<file path="config.mk">
export PLATFORM = sky130hd
export DESIGN_NAME = pipeline_hazard_ctrl
export DESIGN_NICKNAME = d
export VERILOG_FILES = /design/src/rtl/pipeline_hazard_ctrl.sv
export SDC_FILE = /design/constraint.sdc
export NUM_CORES = 1
export LEC_CHECK = 0
export CORE_MARGIN = 4
export CORE_UTILIZATION = 51
export CTS_CLUSTER_SIZE = 25
export DETAILED_ROUTE_END_ITERATION = 10
export PLACE_DENSITY_LB_ADDON = 0.15
export SETUP_SLACK_MARGIN = 0.4
export SLEW_MARGIN = 40
export SYNTH_ARGS = -nofsm -noshare
export SYNTH_HDL_FRONTEND = slang
export SYNTH_SLANG_ARGS = --single-unit
</file>
<file path="constraint.sdc">
create_clock -name clk -period 5.8 [get_ports clk]
set_clock_uncertainty 0.2 [all_clocks]
set_input_delay 0.87 -clock clk [delete_from_list [all_inputs] [get_ports clk]]
set_output_delay 0.87 -clock clk [all_outputs]
set_load 0.1 [all_outputs]
</file>
<file path="src/rtl/pipeline_hazard_ctrl.sv">
// Hazard and sequencing controller for the 3-stage pipeline: memory-access stalls
// with timeout, taken-branch fetch flush and MW->E operand forwarding selects.
module pipeline_hazard_ctrl #(
    parameter int MEM_TIMEOUT = 16,
    parameter int CNT_W       = 32
) (
    input  logic             clk,
    input  logic             rst,
    input  logic [4:0]       rs1_E,
    input  logic [4:0]       rs2_E,
    input  logic [4:0]       rd_MW,
    input  logic             reg_wrMW,
    input  logic [1:0]       wb_selMW,
    input  logic             wr_enMW,
    input  logic             rd_enMW,
    input  logic             br_taken_E,
    input  logic             dmem_ack,
    output logic             dmem_req,
    output logic             stall_F,
    output logic             stall_MW,
    output logic             flush_F,
    output logic             fwd_a,
    output logic             fwd_b,
    output logic             mem_err,
    output logic [CNT_W-1:0] stall_cnt
);

    typedef enum logic {
        ST_IDLE,
        ST_WAIT
    } state_t;

    state_t     state;
    logic [7:0] wait_cnt;
    logic       acc;
    logic       timeout_hit;
    logic       stall;

    // Load data is only forwarded in the ack cycle, which the stall already guarantees.
    logic unused_wb_sel;
    assign unused_wb_sel = ^wb_selMW;

    always_comb begin
        acc         = rd_enMW | wr_enMW;
        timeout_hit = (state == ST_WAIT) & acc & ~dmem_ack
                      & (wait_cnt == 8'(MEM_TIMEOUT - 1));
        stall       = ~rst & acc & ~dmem_ack & ~timeout_hit;
    end

    always_comb begin
        dmem_req = ~rst & acc & ((state == ST_IDLE) | (state == ST_WAIT));
        stall_F  = stall;
        stall_MW = stall;
        flush_F  = ~rst & br_taken_E & ~stall;
        fwd_a    = ~rst & reg_wrMW & (rd_MW != 5'd0) & (rd_MW == rs1_E);
        fwd_b    = ~rst & reg_wrMW & (rd_MW != 5'd0) & (rd_MW == rs2_E);
    end

    always_ff @(posedge clk) begin
        if (rst) begin
            state     <= ST_IDLE;
            wait_cnt  <= '0;
            mem_err   <= 1'b0;
            stall_cnt <= '0;
        end else begin
            if (stall)
                stall_cnt <= stall_cnt + CNT_W'(1);
            case (state)
                ST_IDLE: begin
                    if (acc & ~dmem_ack) begin
                        state    <= ST_WAIT;
                        wait_cnt <= 8'd1;
                    end
                end
                ST_WAIT: begin
                    // Ack, timeout or a dropped request all end the wait.
                    if (~acc | dmem_ack | timeout_hit) begin
                        state    <= ST_IDLE;
                        wait_cnt <= '0;
                        if (timeout_hit)
                            mem_err <= 1'b1;
                    end else begin
                        wait_cnt <= wait_cnt + 8'd1;
                    end
                end
                default: begin
                    state    <= ST_IDLE;
                    wait_cnt <= '0;
                end
            endcase
        end
    end

endmodule

</file>
==> impl_metrics.tcl, run 1 <==
set metrics [dict create \
    syn_area_um2 2186 \
    grt_max_degree 44 \
    timing.critical_path.from "wr_enMW" \
    final_core_util 0.6687 \
    vias 1988 \
    die_w_um 73.47 \
    slew_violations 0 \
    worstMarginPinSlew_ps 746.8 \
    drcViolationCount 0 \
    first_iter_violations 112 \
    syn_nets 278 \
    status "completed" \
    die_y_um 73.47 \
    cts_root_buffer "clkbuf_8" \
    slew_headroom 0.4988 \
    wirelength_um 4832 \
    cts_tree "yes" \
    postCtsSetupRepairBufs 0 \
    r2r_start "wait_cnt[0]" \
    diodes 0 \
    ctsHoldBuffers 0 \
    vias_per_cell 5.492 \
    crit_buf_inv 2 \
    period_share 0.6295 \
    cp_num_cells 5 \
    tns_ps 0 \
    antenna_found_initial 0 \
    drt_pass1_iterations 4 \
    r2r-end "stall_cnt[31]" \
    ys_seq_elements 42 \
    synthCells 252 \
    grt_pass1_wl_um 8135 \
    dp_hpwl_um 3606 \
    rsz0062_at_grt "no" \
    cts_sinks 42 \
    yosys_warnings 0 \
    area_growth_pct 25.01 \
    yosysTopAreaCell "dfxtp_1" \
    clockBufferDepth 2 \
    power_density_nw_per_um2 217.3 \
    cp_max_fo 8 \
    power_mw 0.5939 \
    grt_pass1_vias 1794 \
    endpoint_kind "output port" \
    min_period_ps 3651 \
    clkLatencyLatePin_ps 300 \
    crit_chain "clkdlybuf4s50_1, o21bai_1, a31oi_4, nor3b_1, buf_4" \
    htreeDepth 2 \
    yosys-top-cells-area "dfxtp_1 38%, xnor2_1 8.4%, nor2_1 6.2%" \
    io_pins 63 \
    r2r_setup_slack_ps 3420 \
    dp.cells 354 \
    rows 23 \
    holdCritPathClass "reg -> reg" \
    async_flop_share 0 \
    cts_resized 0 \
    cp-start-kind "primary input" \
    min_path_cells 2 \
    dieArea_um2 5397 \
    start_util 0.5349 \
    critical_path_class "in -> out" \
    gp_congestion 0.7666 \
    synth_seq_area_share 0.3847 \
    grtUsageTotal 0.1901 \
    hold_viol_final 0 \
    synth_commonest_cells "42 x dfxtp_1, 36 x nor2_1, 21 x xnor2_1, 19 x nand3_1, 15 x o21ai_0" \
    synthFlopType "dfxtp_1" \
    core_area_um2 4086 \
    cap_violations 0 \
    final_cells 362 \
    drive_gt1_frac 0.2019 \
    synth-edff-count 0 \
    layout.nets 337 \
    reg2reg_depth 6 \
    wl_per_cell_um 13.35 \
    postRouteAntennaNets 0 \
    yosysUniqueCellTypes 40 \
    cp_slowest_stage_delay_ps 580 \
    arrival_ps 2580 \
    vdd_ir_drop_max_mv 0.1197 \
    syn_area_per_cell_um2 8.674 \
    synth_top_area_share 0.3847 \
    portBuffers 60 \
    setup_viol 0 \
    crit_end "flush_F" \
    critPathTopFamily "buffers and inverters" \
    path_clk_slew_ps 80 \
    leakagePower_nw 1.010 \
    cp_slowest_cell "o21bai_1" \
    cts_buffers 5 \
    cp.required_ps 4730 \
    fmax_mhz 273.9 \
    grt_overflow 0 \
    yosys.cell_count.top_type "dfxtp_1" \
]
[where the power goes]
part	internal (mW)	total [mW]	switching (mW)	leakage (nW)
clock network	0.128	0.232	0.104	0.0514
logic	0.0253	0.0679	0.0425	0.620
registers	0.290	0.294	0.00324	0.339
total	0.444	0.594	0.150	1.01
[per-stage QoR]
step	hold WS, ps	instance area, um2	setup slack (ps)
4_1_cts	279.2	2733	2133
3_3_place_gp	260.3	2803	1720
6_report	275.9	2733	2149
3_5_place_dp	259.4	2623	2164
2_1_floorplan	271.1	2186	575.5
5_1_grt	299.2	2733	1980
[sequential cells by signal, summed over array words and instances, names as in the netlist]
| register | count |
|---|---|
| stall_cnt | 32 |
| wait_cnt | 8 |
| mem_err | 1 |
| state | 1 |
[cells in the final DEF, fill, tap and decap left out, types with 9 or more instances in the layout]
| cell type | instances |
|---|---|
| dfxtp_1 | 42 |
| nor2_1 | 36 |
| buf_2 | 36 |
| xnor2_1 | 21 |
| clkdlybuf4s50_1 | 21 |
| nand3_1 | 19 |
| o21ai_0 | 15 |
| xor2_1 | 14 |
| nand2_1 | 10 |
| a21oi_1 | 10 |
| or3_1 | 9 |
| nand4_1 | 9 |
[worst min path at each step]
stage                      startpoint  slack [ps]           to
after global placement        mem_err         260      mem_err
after CTS                     mem_err         280      mem_err
after floorplan           wait_cnt[0]         270  wait_cnt[0]
after detailed placement      mem_err         260      mem_err
final                         mem_err         280      mem_err
after global routing          mem_err         300      mem_err
[cells by family after synthesis]
logic type	Yosys count	synth area share
DFF	42	0.3847
AOI/OAI and AO/OA	38	0.1174
and+or+nand+nor	123	0.3171
muxes	1	0.004579
xor gates and xnor gates	35	0.1402
adders and majority gates	2	0.01145
buffers and inverters	11	0.02461
[worst register-to-register path, cell delays in order (launching register included)]
cell and delay, ps:
dfxtp_1 340, ha_1 240, and3_1 280, a311oi_1 690, nand4_1 220, xnor2_1 170
nor2b_1 120
[final cells by class]
cell class	instances	area, um2
Sequential cell	42	840.8
Multi-Input combinational cell	199	1291
Tap cell	50	62.56
Inverter	2	7.507
Clock buffer	6	72.57
Timing Repair Buffer	61	420.4
Clock inverter	2	37.54
Fill cell	380	1354
[metal layers]
layer / global-route usage / up-vias / share of wire
met1: 0.2511 / 905 / 0.47
met3: 0.05198 / 5 / 0.068
li1: - / 1027 / -
met4: 0.07445 / 0 / 0.011
met2: 0.2933 / 51 / 0.45
met5: 0 / - / 0
No activity file was read; power rests on OpenSTA's default activity.
==> inputs of run 2 (changes only) <==
--- a/config.mk
+++ b/config.mk
@@ -6,7 +6,7 @@
 export NUM_CORES = 1
 export LEC_CHECK = 0
 export CORE_MARGIN = 4
-export CORE_UTILIZATION = 51
+export CORE_UTILIZATION = 47
 export CTS_CLUSTER_SIZE = 25
 export DETAILED_ROUTE_END_ITERATION = 10
 export PLACE_DENSITY_LB_ADDON = 0.15
==> constraint.sdc (replaced) <==
create_clock -name clk -period 3.4 [get_ports clk]
set_clock_uncertainty 0.2 [all_clocks]
set_input_delay 0.51 -clock clk [delete_from_list [all_inputs] [get_ports clk]]
set_output_delay 0.51 -clock clk [all_outputs]
set_load 0.1 [all_outputs]
==> impl_metrics.tcl, run 2 (synthesis gave the netlist of run 1 again) <==
set metrics [dict create \
    status "completed" \
    cp-start-kind "primary input" \
    holdCritPathClass "reg -> reg" \
    dieArea_um2 5806 \
    cts_tree "yes" \
    grt_max_degree 43 \
    wl_met2_um 2302 \
    grt_pass1_wl_um 8935 \
    cp_slowest_stage_delay_ps 640 \
    layout_commonest_cell "dfxtp_1" \
    reg2reg_depth 6 \
    layout_common_cells "42 x dfxtp_1, 35 x buf_4, 34 x nor2_1, 21 x xnor2_1, 21 x clkdlybuf4s50_1" \
    leakagePower_nw 1.030 \
    critPathTopFamily "compound AO/OA/AOI/OAI gates" \
    drive_gt1_frac 0.2236 \
    timing.critical_path.from "wr_enMW" \
    period_share 0.8576 \
    ctsHoldBuffers 0 \
    hold_viol_final 0 \
    r2r_start "wait_cnt[0]" \
    diodes 0 \
    postRouteAntennaNets 0 \
    cp_num_cells 5 \
    htreeDepth 2 \
    fmax_mhz 342.9 \
    cp_max_fo 8 \
    cap_violations 0 \
    vdd_ir_drop_max_mv 0.1890 \
    crit_chain "clkdlybuf4s50_1, o21bai_1, a31oi_4, nor3b_4, buf_12" \
    postCtsSetupRepairBufs 0 \
    start_util 0.4952 \
    top_register "stall_cnt" \
    min_from "mem_err" \
    min_path_cells 2 \
    critical_path_class "in -> out" \
    clockBufferDepth 2 \
    rows 24 \
    grt_pass1_vias 1865 \
    largest_reg_flops 32 \
    drcViolationCount 0 \
    layout_setup_ws_ps 484.0 \
    routed-wl-met3_um 316 \
    cp_slowest_cell "o21bai_1" \
    cp.required_ps 2690 \
    grtUsageTotal 0.1819 \
    pre_cts_ws_ps 519.2 \
    power_density_nw_per_um2 328.0 \
    min_period_ps 2916 \
    routed.top_layer "met4" \
    rsz0062_at_grt "no" \
    tns_ps 0 \
    cts_root_buffer "clkbuf_8" \
    reg_top3 "stall_cnt (32), wait_cnt (8)" \
    wl_met1_um 2482 \
    clkLatencyLatePin_ps 300 \
    antenna_found_initial 0 \
    layout.nets 338 \
    slew_violations 0 \
    area_growth_pct 33.66 \
    dp_hpwl_um 3810 \
    path_clk_slew_ps 80 \
    drt_pass1_iterations 4 \
    cts_sinks 42 \
    setup_viol 0 \
    portBuffers 60 \
    arrival_ps 2210 \
    cts_buffers 5 \
    core_area_um2 4414 \
    gp_congestion 0.7542 \
    die_w_um 76.20 \
    die_y_um 76.20 \
    worstMarginPinSlew_ps 765.2 \
    vias_per_cell 5.447 \
    first_iter_violations 132 \
    wl_per_cell_um 14.14 \
    crit_buf_inv 2 \
    endpoint_kind "output port" \
    io_pins 63 \
    vias 1988 \
    wirelength_um 5162 \
    cts_resized 0 \
    grt_overflow 0 \
    slew_headroom 0.4888 \
]
-- run 2: changes by cell type in the layout (fill, tap and decap cells not counted), moves of 2 or more --
cell	change
nor4_1	-2
nor4_2	+2
nor2_1	-2
buf_4	+31
buf_2	-36
buf_12	+6
-- run 2: stage by stage --
| stage | cell area (um2) | total power, mW | hold WS, ps | util | instances |
|---|---|---|---|---|---|
| 2_1_floorplan | 2220 | 0.5924 | 271.1 | - | 252 |
| 3_3_place_gp | 2831 | 0.6430 | 257.4 | 0.6414 | 357 |
| 3_5_place_dp | 2831 | 0.6443 | 264.1 | 0.6414 | 357 |
| 4_1_cts | 2922 | 0.9681 | 292.3 | 0.6618 | 365 |
| 5_1_grt | 2922 | 0.9956 | 330.1 | 0.6618 | 365 |
| 6_report | 2922 | 0.9582 | 286.3 | 0.6618 | 365 |
-- run 2: worst reg2reg max path, cell delays in order, from the launching register on --
cell	delay, ps
dfxtp_1	340
ha_1	240
and3_1	290
a31oi_4	380
nand4_2	290
or3_1	390
a21oi_1	160
-- run 2: path summary, 6_finish.rpt --
| check | end | slack [ps] |
|---|---|---|
| setup / recovery | flush_F | 480 |
| setup reg to reg | stall_cnt[22] | 1050 |
| hold reg to reg | mem_err | 290 |
| hold / removal | mem_err | 290 |
-- run 2: layout make-up --
class	instances	area (um2)
timing repair buffer	62	593.1
clock inverter	3	21.27
clock buffer	5	68.82
fill	374	1493
tap	52	65.06
multi-input combinational	199	1325
inverter	2	7.507
sequential	42	840.8
-- run 2: power breakdown --
part           switching, mW  internal [mW]  leakage [nW]  total (mW)
Clock                  0.181          0.144        0.0441       0.325
Sequential           0.00567          0.495         0.339       0.501
Combinational         0.0776         0.0541         0.647       0.132
-- run 2: metal layers --
| layer | global-route usage | vias up |
|---|---|---|
| li1 | - | 1022 |
| met5 | 0 | - |
| met1 | 0.2502 | 908 |
| met4 | 0.05245 | 0 |
| met3 | 0.04965 | 7 |
| met2 | 0.2783 | 51 |
==> RTL edit 1, RTL diff (flow settings as in run 2) <==
The parameter `CNT_W` goes from 32 to 64.
--- a/src/rtl/pipeline_hazard_ctrl.sv
+++ b/src/rtl/pipeline_hazard_ctrl.sv
@@ -2,7 +2,7 @@
 // with timeout, taken-branch fetch flush and MW->E operand forwarding selects.
 module pipeline_hazard_ctrl #(
     parameter int MEM_TIMEOUT = 16,
-    parameter int CNT_W       = 32
+    parameter int CNT_W       = 64
 ) (
     input  logic             clk,
     input  logic             rst,
Ports: changed (resized stall_cnt); port bits go from 63 to 95. No check against the original RTL was run, so the function may have changed too.
==> RTL edit 1 against run 2 <==
  * Cell count grew 83%
  * Global-route usage grew 3.6 points
  * Final area grew 72%
  * Combinational power grew 8%
  * Sequential cell count grew 32
  * Routed wire length grew 110%
  * Highest routed layer unchanged
  * Core utilization shrank 2.1 points
  * Sequential share of layout area grew 1.0 points
  * Worst hold slack gained 0.0026 ns
  * Power grew 80%
  * Setup slack lost 0.031 ns
  * Synthesized area grew 76%
  * Maximum frequency shrank 1.0%
==> RTL edit 1: results (changes against run 2) <==
| Metric | Value |
|---|---|
| Post-CTS Setup Inserts | 0 (unchanged) |
| End of the critical path | flush_F (unchanged) |
| Worst path max stage delay | 0.73 ns (was 0.64 ns) |
| Most common library cells after synthesis | dfxtp_1 (74), a21oi_1 (44), nor2_1 (42) (was dfxtp_1 (42), nor2_1 (36), xnor2_1 (21)) |
| Number of global-route vias before repair | 3805 (was 1865) |
| Synthesized Nets | 496 (was 278) |
| Rel. slew slack | 46.3% (was 48.9%) |
| Worst-path fanout max | 8 (unchanged) |
| Largest registers | stall_cnt x64, wait_cnt x8 (was stall_cnt x32, wait_cnt x8) |
| Leak | 1.71 nW (was 1.03 nW) |
| Vias per cell | 5.95 (was 5.45) |
| Asr flop ratio synth | 0% (unchanged) |
| Synth warn | 0 (unchanged) |
| TritonCTS Buffers | 9 (was 5) |
| VDD IR max | 0.000183 V (was 0.000189 V) |
| Htree depth | 3 (was 2) |
| Worst r2r dst | stall_cnt[28] (was stall_cnt[22]) |
| Port-buffer cells | 92 (was 60) |
| CP delay by family, top | simple AND/OR/NAND/NOR gates (was compound AO/OA/AOI/OAI gates) |
| Psw | 0.428 mW (was 0.264 mW) |
| Largest net degree at the start of global routing | 52 (was 43) |
| Layout cells sized above 1 | 23.2% (was 22.4%) |
| Number of nets in the layout | 586 (was 338) |
| Iter 0 DRT Violations | 159 (was 132) |
| R2R setup slack | 0.72 ns (was 1.05 ns) |
| Initial antenna violation count | 0 (unchanged) |
| PostCTS Resize Cnt | 0 (unchanged) |
| Routability cong. | 0.873 (was 0.754) |
| CTS Buffer Depth | 2 (unchanged) |
| Clock transition at path regs | 0.08 ns (about the same) |
| Root buf cell | clkbuf_8 (unchanged) |
| Post-synth EDFFs | 0 (unchanged) |
| First-pass GRT wire length | 17800 um (was 8940 um) |
| Crit-path slowest cell | nor4b_1 (was o21bai_1) |
| Worst-skew pair later-pin latency | 0.36 ns (was 0.30 ns) |
| Source of the critical timing path | wait_cnt[5] (was wr_enMW) |
| DP HPWL | 7780 um (was 3810 um) |
| Gr usage total | 21.8% (was 18.2%) |
| HP Class | reg -> reg (unchanged) |
| Sequential fraction of the synthesis area | 38.5% (about the same) |
| Wire per inst | 16.1 um (was 14.1 um) |
| Diodes inserted | 0 (unchanged) |
| Post-synth cell types | 46 (was 40) |
| Synth top area cells | dfxtp_1 (38%), a21oi_1 (5.7%), or4_1 (5.1%), o31ai_1 (4.5%), nor2_1 (4.1%) (was dfxtp_1 (38%), xnor2_1 (8.4%), nor2_1 (6.2%), xor2_1 (5.6%), nand3_1 (4.4%)) |
| Critical R2R Launch | stall_cnt[3] (was wait_cnt[0]) |
| R2R cell count | 5 (was 6) |
| DRT Pass-1 Iters | 4 (unchanged) |
| Outcome | finished clean (unchanged) |
## RTL edit 1: cell types whose count changed after synthesis, moves of 8 or more
| cell | before | now |
|---|---|---|
| dfxtp_1 | 42 | 74 |
| inv_1 | 2 | 14 |
| o31ai_1 | 4 | 23 |
| clkbuf_1 | 6 | 18 |
| or4_1 | 2 | 26 |
| a21oi_1 | 10 | 44 |
| nand3_1 | 19 | 27 |
| nor4_1 | 6 | 17 |
| nand4_1 | 9 | 22 |
| nand2_1 | 10 | 28 |
## RTL edit 1: metrics by stage
stage / setup WS, ns / hold slack (ns) / std cells / power (mW) / cell area, um2
2_1_floorplan: 0.170 / 0.266 / 470 / 0.984 / 3930
3_3_place_gp: 0.365 / 0.258 / 647 / 1.04 / 4790
3_5_place_dp: 0.321 / 0.266 / 647 / 1.04 / 4790
4_1_cts: 0.504 / 0.286 / 663 / 1.74 / 5000
5_1_grt: 0.437 / 0.334 / 667 / 1.78 / 5030
6_report: 0.453 / 0.289 / 667 / 1.73 / 5030
## RTL edit 1: per-layer routing
metal	up-vias	track usage (%)	share of wire, %
met4	0	6.93	1.5
met3	17	4.67	5.5
met1	1885	27.4	44
met5	-	0	0
met2	111	37.3	49
li1	1954	-	-
## RTL edit 1: worst min-delay path by stage
stage / startpoint / cells past startpoint / to
2_1_floorplan: wait_cnt[7] / 1 / wait_cnt[7]
3_3_place_gp: mem_err / 2 / mem_err
3_5_place_dp: mem_err / 2 / mem_err
4_1_cts: mem_err / 2 / mem_err
5_1_grt: stall_cnt[21] / 2 / stall_cnt[21]
6_report: mem_err / 2 / mem_err
## RTL edit 1: worst min-delay path: stages (launching register included)
cell,delay [ns]
dfxtp_1,0.33
a21oi_1,0.04
nor2_1,0.08
## RTL edit 1: cell type report
cell class / instances / area [um2]
multi-input combinational: 357 / 2250
timing repair buffer: 104 / 891
fill: 724 / 2820
tap: 102 / 128
clock buffer: 11 / 151
clock inverter: 5 / 52.6
sequential: 74 / 1500
inverter: 14 / 52.6
## RTL edit 1: power groups by stage
stage,logic [mW],clock network (mW),registers (mW)
2_1_floorplan,0.0732,0,0.911
3_3_place_gp,0.141,0,0.895
3_5_place_dp,0.144,0,0.896
4_1_cts,0.144,0.719,0.875
5_1_grt,0.152,0.751,0.876
6_report,0.143,0.710,0.875
## RTL edit 1: cells by family (layout without fill, tap and decap cells)
kind of cell,count (synthesis),after routing,synth area share [%]
flip-flops,74,74,38.5
multiplexers,6,6,1.72
buffers and inverters,39,134,4.09
adder cells (fa/ha/maj),2,2,0.650
XOR/XNOR,28,28,6.37
AND/OR/NAND/NOR,216,216,31.4
AO/OA/AOI/OAI,105,105,17.3
==> RTL edit 2, RTL diff (settings of run 2) <==
Made on the original files. Reset style: asynchronous (`rst`), changed in one clocked block.
--- a/src/rtl/pipeline_hazard_ctrl.sv
+++ b/src/rtl/pipeline_hazard_ctrl.sv
@@ -56,7 +56,7 @@
         fwd_b    = ~rst & reg_wrMW & (rd_MW != 5'd0) & (rd_MW == rs2_E);
     end
 
-    always_ff @(posedge clk) begin
+    always_ff @(posedge clk or posedge rst) begin
         if (rst) begin
             state     <= ST_IDLE;
             wait_cnt  <= '0;
Formal check against the unedited RTL: differs if rst is asserted again (counterexample within 4 cycles, from zero or initial values and one cycle with rst high); with rst held inactive, the same outputs for 10 cycles.
==> RTL edit 2 against run 2 <==
  * Register-to-register slack got worse by 0.09 ns
  * Critical endpoint is now stall_MW
  * Critical path type is now reg -> out
  * Routed wire length decreased by 7.7%
  * Synthesized area decreased by 1.1%
  * Final area decreased by 1.2%
  * Setup slack improved by 0.071 ns
  * Sequential cell count unchanged
  * Critical path depth decreased by 1
Power is not compared: it rests on default switching activity, and its combinational part moved more than twofold at a synthesized area within 25%.
==> RTL edit 2: results (changes against run 2) <==
| Metric | Value |
|---|---|
| Multi-input combinational area share | 37.0% (was 45.4%) |
| Sequential fraction of the synthesis area | 48.6% (was 38.5%) |
| Mux cell area share after synthesis | 0.695% (was 0.458%) |
| Non-Clock Buffer Count | 63 (was 62) |
| Post-Place Worst Slack | 0.453 ns (was 0.519 ns) |
| Synth top area cells | dfrtp_1 (49%), xnor2_1 (11%), xor2_1 (6.1%), nand3_1 (3.7%), nand4_1 (3.5%) (was dfxtp_1 (38%), xnor2_1 (8.4%), nor2_1 (6.2%), xor2_1 (5.6%), nand3_1 (4.4%)) |
| Vias per cell | 5.45 (about the same) |
| Seq/total area | 36.4% (was 28.8%) |
| Outcome | finished clean (unchanged) |
| Gr usage total | 17.8% (was 18.2%) |
| Htree depth | 2 (unchanged) |
| Fillers | 381 (was 374) |
| Post-Synth Adder-Cell Area | 1.16% (was 1.14%) |
| Comb_multi_in | 157 (was 199) |
| Area of the multi-input gates | 1070 um2 (was 1330 um2) |
| Rel. slew slack | 65.1% (was 48.9%) |
| DP HPWL | 3480 um (was 3810 um) |
| ClkCell Share | 3.77% (was 3.08%) |
| M1 GR Usage | 24.0% (was 25.0%) |
| Iter 0 DRT Violations | 120 (was 132) |
| Nonclk inv count | 4 (was 2) |
| WL met2 | 2220 um (was 2300 um) |
| Top sig layer | met4 (unchanged) |
| Placed cell area | 2770 um2 (was 2830 um2) |
| Worst-path fanout max | 7 (was 8) |
| Via count | 1776 (was 1988) |
| Post-synth cell types | 36 (was 40) |
| First-pass GRT wire length | 7760 um (was 8940 um) |
| Number of nets in the layout | 299 (was 338) |
| Layout cells sized above 1 | 21.9% (was 22.4%) |
| M3 GR Usage | 4.75% (was 4.96%) |
| M1 WL | 2140 um (was 2480 um) |
| Final Util | 65.4% (was 66.2%) |
| Met3 Wirelength | 347 um (was 316 um) |
| Global Route met2 Usage | 27.9% (was 27.8%) |
| Synthesized Nets | 237 (was 278) |
| Number of global-route vias before repair | 1676 (was 1865) |
| Total Wirelength | 4760 um (was 5160 um) |
| Asr flop ratio synth | 100% (was 0%) |
==> RTL edit 2: cell types whose count changed after synthesis, moves of 6 or more <==
cell,delta
and3_1,+6
a21oi_1,-9
dfxtp_1,-42
or3_1,-9
xnor2_1,+6
nor2_1,-17
dfrtp_1,+42
==> RTL edit 2: path summary, 6_finish.rpt <==
path	to	slack, ns	cells past startpoint
hold / removal	stall_cnt[31]	0.27	1
max in group asynchronous	state	1.92	3
setup / recovery	stall_MW	0.55	4
setup reg to reg	stall_cnt[1]	0.96	5
min in group asynchronous	stall_cnt[24]	0.71	3
hold reg to reg	stall_cnt[31]	0.27	1
==> RTL edit 2: timing repair <==
item	in CTS	in global routing
hold buffers	0	0
setup buffers	0	1
setup endpoints to repair	0	2
==> RTL edit 2: worst max-delay path: stages, from the launching register on <==
cell	delay [ns]
dfrtp_1	0.42
or4_4	0.57
or2_0	0.35
and2_1	0.30
buf_12	0.20
